**src/rtl/matmul_pkg.sv**
```systemverilog
// Shared constants, FSM state type and element helpers for the matrix-multiply core.
// Operand rows hold MAX_DIM signed elements; result rows hold MAX_DIM double-width elements.
package matmul_pkg;

    localparam int DATA_W    = 16;
    localparam int BUS_W     = 64;
    localparam int ADDR_W    = 2;
    localparam int MAX_DIM   = BUS_W / DATA_W;
    localparam int DIM_W     = $clog2(MAX_DIM);
    localparam int OUT_W     = 2 * DATA_W;
    localparam int OUT_BUS_W = 2 * BUS_W;
    localparam int ACC_W     = OUT_W + DIM_W + 1;
    localparam int SAT_W     = MAX_DIM * MAX_DIM;

    localparam logic [OUT_W-1:0] SAT_MAX = {1'b0, {(OUT_W-1){1'b1}}};
    localparam logic [OUT_W-1:0] SAT_MIN = {1'b1, {(OUT_W-1){1'b0}}};
    localparam logic signed [ACC_W-1:0] ACC_SAT_MAX = {{(ACC_W-OUT_W){1'b0}}, SAT_MAX};
    localparam logic signed [ACC_W-1:0] ACC_SAT_MIN = {{(ACC_W-OUT_W){1'b1}}, SAT_MIN};

    typedef enum logic [2:0] {
        S_IDLE  = 3'd0,
        S_RD_A  = 3'd1,
        S_MAC   = 3'd2,
        S_DRAIN = 3'd3,
        S_WR    = 3'd4,
        S_DONE  = 3'd5
    } state_e;

    function automatic logic [DATA_W-1:0] get_elem(input logic [BUS_W-1:0] row, input int j);
        return row[j*DATA_W +: DATA_W];
    endfunction

    function automatic logic [OUT_W-1:0] get_out_elem(input logic [OUT_BUS_W-1:0] row, input int j);
        return row[j*OUT_W +: OUT_W];
    endfunction

    function automatic logic signed [ACC_W-1:0] out_ext(input logic [OUT_W-1:0] v);
        return {{(ACC_W-OUT_W){v[OUT_W-1]}}, v};
    endfunction

    // Both factors are widened before multiplying so the product is exact in OUT_W bits.
    function automatic logic signed [ACC_W-1:0] mul_ext(input logic [DATA_W-1:0] a,
                                                        input logic [DATA_W-1:0] b);
        logic signed [OUT_W-1:0] sa;
        logic signed [OUT_W-1:0] sb;
        logic signed [OUT_W-1:0] p;
        sa = {{DATA_W{a[DATA_W-1]}}, a};
        sb = {{DATA_W{b[DATA_W-1]}}, b};
        p  = sa * sb;
        return out_ext(p);
    endfunction

endpackage

```
**src/rtl/matmul_mac_row.sv**
```systemverilog
// MAX_DIM parallel signed MAC lanes sharing one A element, with a saturating output stage.
// The accumulators are wide enough that a full row sum plus an old C value never wraps.
module matmul_mac_row
    import matmul_pkg::*;
(
    input  logic                 clk_i,
    input  logic                 reset_ni,
    input  logic                 i_clear,
    input  logic                 i_load,
    input  logic                 i_step,
    input  logic [DATA_W-1:0]    i_a,
    input  logic [BUS_W-1:0]     i_b_row,
    input  logic [OUT_BUS_W-1:0] i_c_row,
    output logic [OUT_BUS_W-1:0] o_row,
    output logic [MAX_DIM-1:0]   o_ovf
);

    logic signed [ACC_W-1:0] r_acc [MAX_DIM];

    always_ff @(posedge clk_i) begin
        for (int j = 0; j < MAX_DIM; j++) begin
            if (!reset_ni || i_clear) begin
                r_acc[j] <= '0;
            end else if (i_load) begin
                r_acc[j] <= out_ext(get_out_elem(i_c_row, j));
            end else if (i_step) begin
                r_acc[j] <= r_acc[j] + mul_ext(i_a, get_elem(i_b_row, j));
            end
        end
    end

    always_comb begin
        o_row = '0;
        o_ovf = '0;
        for (int j = 0; j < MAX_DIM; j++) begin
            if (r_acc[j] > ACC_SAT_MAX) begin
                o_row[j*OUT_W +: OUT_W] = SAT_MAX;
                o_ovf[j]                = 1'b1;
            end else if (r_acc[j] < ACC_SAT_MIN) begin
                o_row[j*OUT_W +: OUT_W] = SAT_MIN;
                o_ovf[j]                = 1'b1;
            end else begin
                o_row[j*OUT_W +: OUT_W] = r_acc[j][OUT_W-1:0];
            end
        end
    end

endmodule

```
**src/rtl/matmul_core.sv**
```systemverilog
// Row-at-a-time matrix multiply controller: reads A row i, streams B rows k, writes C row i.
// Strobe/address outputs are decoded from the state register, so they are zero outside their state.
module matmul_core
    import matmul_pkg::*;
(
    input  logic                 clk_i,
    input  logic                 reset_ni,
    input  logic                 start_i,
    input  logic                 acc_i,
    input  logic [DIM_W-1:0]     n_dim_i,
    input  logic [DIM_W-1:0]     k_dim_i,
    input  logic [DIM_W-1:0]     m_dim_i,
    output logic [ADDR_W-1:0]    a_addr_o,
    output logic [ADDR_W-1:0]    b_addr_o,
    output logic [ADDR_W-1:0]    c_raddr_o,
    output logic                 a_rd_o,
    output logic                 b_rd_o,
    output logic                 c_rd_o,
    input  logic [BUS_W-1:0]     a_data_i,
    input  logic [BUS_W-1:0]     b_data_i,
    input  logic [OUT_BUS_W-1:0] c_rdata_i,
    output logic                 c_wr_o,
    output logic [ADDR_W-1:0]    c_waddr_o,
    output logic [OUT_BUS_W-1:0] c_wdata_o,
    output logic                 busy_o,
    output logic                 done_o,
    output logic [SAT_W-1:0]     sat_o,
    output state_e               dbg_state_o
);

    state_e                 r_state;
    state_e                 w_next;
    logic [DIM_W-1:0]       r_n;
    logic [DIM_W-1:0]       r_k_dim;
    logic [DIM_W-1:0]       r_m;
    logic [DIM_W-1:0]       r_i;
    logic [DIM_W-1:0]       r_k;
    logic                   r_acc;
    logic [SAT_W-1:0]       r_sat;
    logic [BUS_W-1:0]       r_a_row;
    logic                   w_clear;
    logic                   w_load;
    logic                   w_step;
    logic [OUT_BUS_W-1:0]   w_row;
    logic [MAX_DIM-1:0]     w_ovf;
    logic [SAT_W-1:0]       w_sat_set;

    always_ff @(posedge clk_i) begin
        if (!reset_ni) begin
            r_state <= S_IDLE;
            r_n     <= '0;
            r_k_dim <= '0;
            r_m     <= '0;
            r_i     <= '0;
            r_k     <= '0;
            r_acc   <= 1'b0;
            r_sat   <= '0;
            r_a_row <= '0;
        end else begin
            r_state <= w_next;
            case (r_state)
                S_IDLE: if (start_i) begin
                    r_n     <= n_dim_i;
                    r_k_dim <= k_dim_i;
                    r_m     <= m_dim_i;
                    r_acc   <= acc_i;
                    r_sat   <= '0;
                    r_i     <= '0;
                end
                S_RD_A: r_k <= '0;
                S_MAC: begin
                    r_k <= r_k + DIM_W'(1);
                    // The A row is captured once, then shifted so lane input is always element 0.
                    if (r_k == '0) r_a_row <= a_data_i;
                    else           r_a_row <= r_a_row >> DATA_W;
                end
                S_WR: begin
                    r_sat <= r_sat | w_sat_set;
                    r_i   <= r_i + DIM_W'(1);
                end
                default: ;
            endcase
        end
    end

    always_comb begin
        w_next    = r_state;
        a_rd_o    = 1'b0;
        b_rd_o    = 1'b0;
        c_rd_o    = 1'b0;
        c_wr_o    = 1'b0;
        a_addr_o  = '0;
        b_addr_o  = '0;
        c_raddr_o = '0;
        c_waddr_o = '0;
        done_o    = 1'b0;
        w_clear   = 1'b0;
        w_load    = 1'b0;
        w_step    = 1'b0;
        busy_o    = (r_state != S_IDLE);
        case (r_state)
            S_IDLE: if (start_i) w_next = S_RD_A;
            S_RD_A: begin
                a_rd_o    = 1'b1;
                a_addr_o  = ADDR_W'(r_i);
                c_rd_o    = r_acc;
                c_raddr_o = r_acc ? ADDR_W'(r_i) : '0;
                w_next    = S_MAC;
            end
            S_MAC: begin
                b_rd_o   = 1'b1;
                b_addr_o = ADDR_W'(r_k);
                w_clear  = (r_k == '0) && !r_acc;
                w_load   = (r_k == '0) && r_acc;
                w_step   = (r_k != '0);
                if (r_k == r_k_dim) w_next = S_DRAIN;
            end
            S_DRAIN: begin
                w_step = 1'b1;
                w_next = S_WR;
            end
            S_WR: begin
                c_wr_o    = 1'b1;
                c_waddr_o = ADDR_W'(r_i);
                w_next    = (r_i == r_n) ? S_DONE : S_RD_A;
            end
            S_DONE: begin
                done_o = 1'b1;
                w_next = S_IDLE;
            end
            default: w_next = S_IDLE;
        endcase
    end

    // Columns beyond M are written as zero and never raise a saturation flag.
    always_comb begin
        c_wdata_o = '0;
        w_sat_set = '0;
        for (int j = 0; j < MAX_DIM; j++) begin
            if (r_state == S_WR && DIM_W'(j) <= r_m) begin
                c_wdata_o[j*OUT_W +: OUT_W] = get_out_elem(w_row, j);
            end
            for (int i = 0; i < MAX_DIM; i++) begin
                w_sat_set[i*MAX_DIM + j] = (r_i == DIM_W'(i)) && (DIM_W'(j) <= r_m) && w_ovf[j];
            end
        end
    end

    matmul_mac_row u_mac_row (
        .clk_i    (clk_i),
        .reset_ni (reset_ni),
        .i_clear  (w_clear),
        .i_load   (w_load),
        .i_step   (w_step),
        .i_a      (r_a_row[DATA_W-1:0]),
        .i_b_row  (b_data_i),
        .i_c_row  (c_rdata_i),
        .o_row    (w_row),
        .o_ovf    (w_ovf)
    );

    assign sat_o       = r_sat;
    assign dbg_state_o = r_state;

endmodule

```
**config.mk**
```make
export PLATFORM = sky130hd
export DESIGN_NAME = matmul_core
export DESIGN_NICKNAME = d
export VERILOG_FILES = /design/src/rtl/matmul_pkg.sv /design/src/rtl/matmul_mac_row.sv /design/src/rtl/matmul_core.sv
export SDC_FILE = /design/constraint.sdc
export NUM_CORES = 2
export LEC_CHECK = 0
export BUFFER_PORTS_ARGS = -buffer_cell sky130_fd_sc_hd__buf_4
export CORE_UTILIZATION = 55
export CTS_BUF_LIST = sky130_fd_sc_hd__clkbuf_16
export CTS_CLUSTER_DIAMETER = 100
export DETAILED_ROUTE_END_ITERATION = 10
export HOLD_SLACK_MARGIN = 0.15
export PLACE_DENSITY = 0.8
export SYNTH_ARGS = -nofsm -noshare
export SYNTH_HDL_FRONTEND = slang
export SYNTH_SLANG_ARGS = --single-unit
```
**constraint.sdc**
```tcl
create_clock -name clk_i -period 10.8 [get_ports clk_i]
set_input_delay 1.62 -clock clk_i [delete_from_list [all_inputs] [get_ports clk_i]]
set_output_delay 1.62 -clock clk_i [all_outputs]
set_load 0.005 [all_outputs]
```
==> run_results.csv <==
group,metric,value,unit
sta,fin_crit,7.924,ns
finish,drive_gt1_share,9.101,%
global_routing,track_usage,29.12,%
drt,met3WireLength,11870,um
sta,rsz0062_at_grt,"no",
logic_synthesis,synth-compound-area-share,8.304,%
global_routing,grt_max_degree,115,
finish,final_nets,8099,
sta,fmax,126.2,MHz
logic_synthesis,yosys.area_share.adder,53.54,%
global_routing,grt_pass1_wl,237400,um
drt,drt_iter0_markers,2371,
clock_tree,clockBufferDepth,3,
worst_setup_path,crit_required,11.22,ns
drt,highest_layer,"met5",
worst_setup_path,crit_fanout,34,
clock_tree,hold_buffers,0,
finish,syn_to_final_growth,9.410,%
floorplan,initial_core_util,55.80,%
clock_tree,cts_tree,"yes",
drt,wl_per_cell,19.10,um
sta,finClkSkew,0.01230,ns
sta,drv_slew,0,
floorplan,design.core.area,100700,um^2
sta,relSlewSlack,20.86,%
worst_setup_path,cp.arrival,8.34,ns
floorplan,die_x,321.7,um
placed_design,numPortBuffers,426,
clock_tree,h-tree-depth,1,
placed_design,dp_slack,2.473,ns
finish,seq_area,6106,um^2
logic_synthesis,yosysTopAreaCellShare,44.17,%
global_routing,grt_overflow,0,
drt,drc,0,
global_routing,grt_antenna_before_repair,5,
clock_tree,cts_root_buf,"clkbuf_16",
logic_synthesis,ys_ff_latch,234,
worst_setup_path,critPathLaunchType,"register",
sta,setup_viol,0,
placed_design,gp_congestion,0.9149,
logic_synthesis,yosysSeqAreaShare,10.83,%
worst_setup_path,worst-setup-path-type,"reg2reg",
drt,wl_met2,69910,um
finish,multi_input_area,43730,um^2
sta,tightest_slew,1.183,ns
floorplan,dieArea,103500,um^2
clock_tree,post_cts_buffers,0,
logic_synthesis,synthMuxAreaShare,0.8549,%
sta,fin_setup_tns,0,ns
drt,vias,41060,
logic_synthesis,synth_top_family_by_area,"adder cells",
clock_tree,cts_resized,0,
clock_tree,path_clk_slew,0.06,ns
logic_synthesis,synth_cell_type_count,78,
logic_synthesis,synth_area_per_cell,9.451,um^2
drt,antenna_left,0,
logic_synthesis,synth-simple-area-share,12.67,%
logic_synthesis,synth_top_area_cell,"fa_1",
sta,layout_setup_ws,2.876,ns
logic_synthesis,yosys.area_share.xor_xnor,2.306,%
drt,drt_pass1_iterations,5,
logic_synthesis,synthArstFlopShare,0,%
worst_setup_path,crit_path_end_kind,"register",
flow_run,cap_violations,0,
logic_synthesis,syn_nets,7874,
drt,wl_met1,56810,um
outcome,outcome,"finished clean",
min_path,hp-class,"reg2reg",
clock_tree,clock_sinks,234,
floorplan,row_count,116,
clock_tree,worstSkewPairLatency,0.67,ns
logic_synthesis,synth_warnings,0,
floorplan,die_h,321.7,um
drt,vias_per_cell,5.435,
finish,final_common_cell,"inv_1",
logic_synthesis,synthFlopType,"edfxtp_1",
sta,hold_viol,0,
logic_synthesis,synth_area,56200,um^2
logic_synthesis,synth_cells,5947,
finish,layout_common_cells,"inv_1 (1454), fa_1 (1240), nand2_1 (688)",
logic_synthesis,yosys-top-cells-area,"fa_1 (44%), inv_1 (9.7%), ha_1 (9.4%)",
finish,fillers,8370,
floorplan,num_io_pins,427,
global_routing,grt_pass1_vias,45392,
placed_design,hpwlAfterDp,116800,um
drt,routed_wirelength,144300,um
logic_synthesis,synth_edf_count,140,
sta,fin_crit_sh,73.37,%
clock_tree,cts_made_buffers,31,
-- cell type report --
cell class / count / share of cell area (%)
inverter: 1450 / 8.853
sequential: 234 / 9.930
clock buffer: 32 / 1.302
clock inverter: 26 / 0.3886
antenna: 1 / 0.004070
tap: 1357 / 2.761
timing repair buffer: 463 / 5.653
multi-input combinational: 3992 / 71.11
-- metrics by stage --
step	std cells	utilization (%)	cell area (um^2)	hold slack, ns
2_1_floorplan	5947	-	56200	0.4403
4_1_cts	7554	61.05	61490	0.4651
3_3_place_gp	7496	60.01	60450	0.4510
3_5_place_dp	7496	60.01	60450	0.4580
5_1_grt	7555	61.05	61490	0.4842
6_report	7555	61.05	61490	0.4619
-- worst paths after layout --
check,start,endpoint,slack (ns),depth (start not counted)
worst max-delay path,r_a_row[7]$_SDFFE_PN0P_,u_mac_row.r_acc[1][27]$_DFFE_PP_,2.88,25
worst min-delay path,r_a_row[56]$_SDFFE_PN0P_,r_a_row[56]$_SDFFE_PN0P_,0.46,2
worst max register to register,r_a_row[7]$_SDFFE_PN0P_,u_mac_row.r_acc[1][27]$_DFFE_PP_,2.88,25
worst min register to register,r_a_row[56]$_SDFFE_PN0P_,r_a_row[56]$_SDFFE_PN0P_,0.46,2
-- cell families after synthesis --
family          Yosys count
flops                   234
buf+inv                1721
mux                      48
fa+ha+maj              1661
xor+xnor                148
simple gates           1466
compound gates          669
-- routing by layer --
| layer | up-vias | GRT usage (%) |
|---|---|---|
| met5 | - | 0 |
| met4 | 4 | 10.46 |
| met3 | 321 | 5.772 |
| met2 | 1577 | 48.84 |
| met1 | 20905 | 37.47 |
| li1 | 18253 | - |
-- sequential cells by signal, indices dropped and copies added (netlist names) --
name,count
r_m,2
r_acc,1
dbg_state_o,3
sat_o,16
r_n,2
r_k,2
r_i,2
r_k_dim,2
r_a_row,64
u_mac_row.r_acc,140
-- cell usage after synthesis, drive strengths merged (2+ instances only) --
master / number
a31oi: 4
nor2b: 27
a32o: 6
o21ai: 151
dfxtp: 94
or3b: 3
o21a: 145
buf: 17
or2: 4
o31ai: 13
a21o: 60
mux2i: 48
a21oi: 107
nor4: 4
nor2: 111
nor3: 19
o221ai: 3
a211o: 6
ha: 421
nor3b: 5
and3: 13
edfxtp: 140
o211a: 48
nand3: 46
inv: 1448
o2111ai: 3
a22oi: 10
xor2: 57
a211oi: 9
clkinv: 2
o41ai: 2
fa: 1240
a22o: 36
o21bai: 18
nand2b: 24
xnor2: 91
and2: 503
nand2: 690
or3: 3
o211ai: 4
nand4: 6
clkbuf: 254
a21boi: 28
-- worst max-delay path, cell delays in order, from the launching register on --
cell and delay (ns):
dfxtp_2 0.98, buf_4 0.55, nand2_1 0.15, fa_1 0.56, inv_1 0.05, fa_1 0.49, inv_1 0.06, fa_1 0.55
inv_1 0.06, fa_1 0.48, fa_1 0.49, inv_1 0.05, fa_1 0.47, inv_1 0.04, ha_1 0.34, a21o_1 0.18
a21o_1 0.16, a21oi_1 0.19, nand2_1 0.08, o21ai_1 0.41, o311a_1 0.29, nor2_1 0.07, and2_1 0.18, o21ai_0 0.14
or3b_1 0.35, a32o_1 0.25
Power is not shown: default switching activity piles up to over one toggle a cycle in this logic, so the estimate is an artifact.
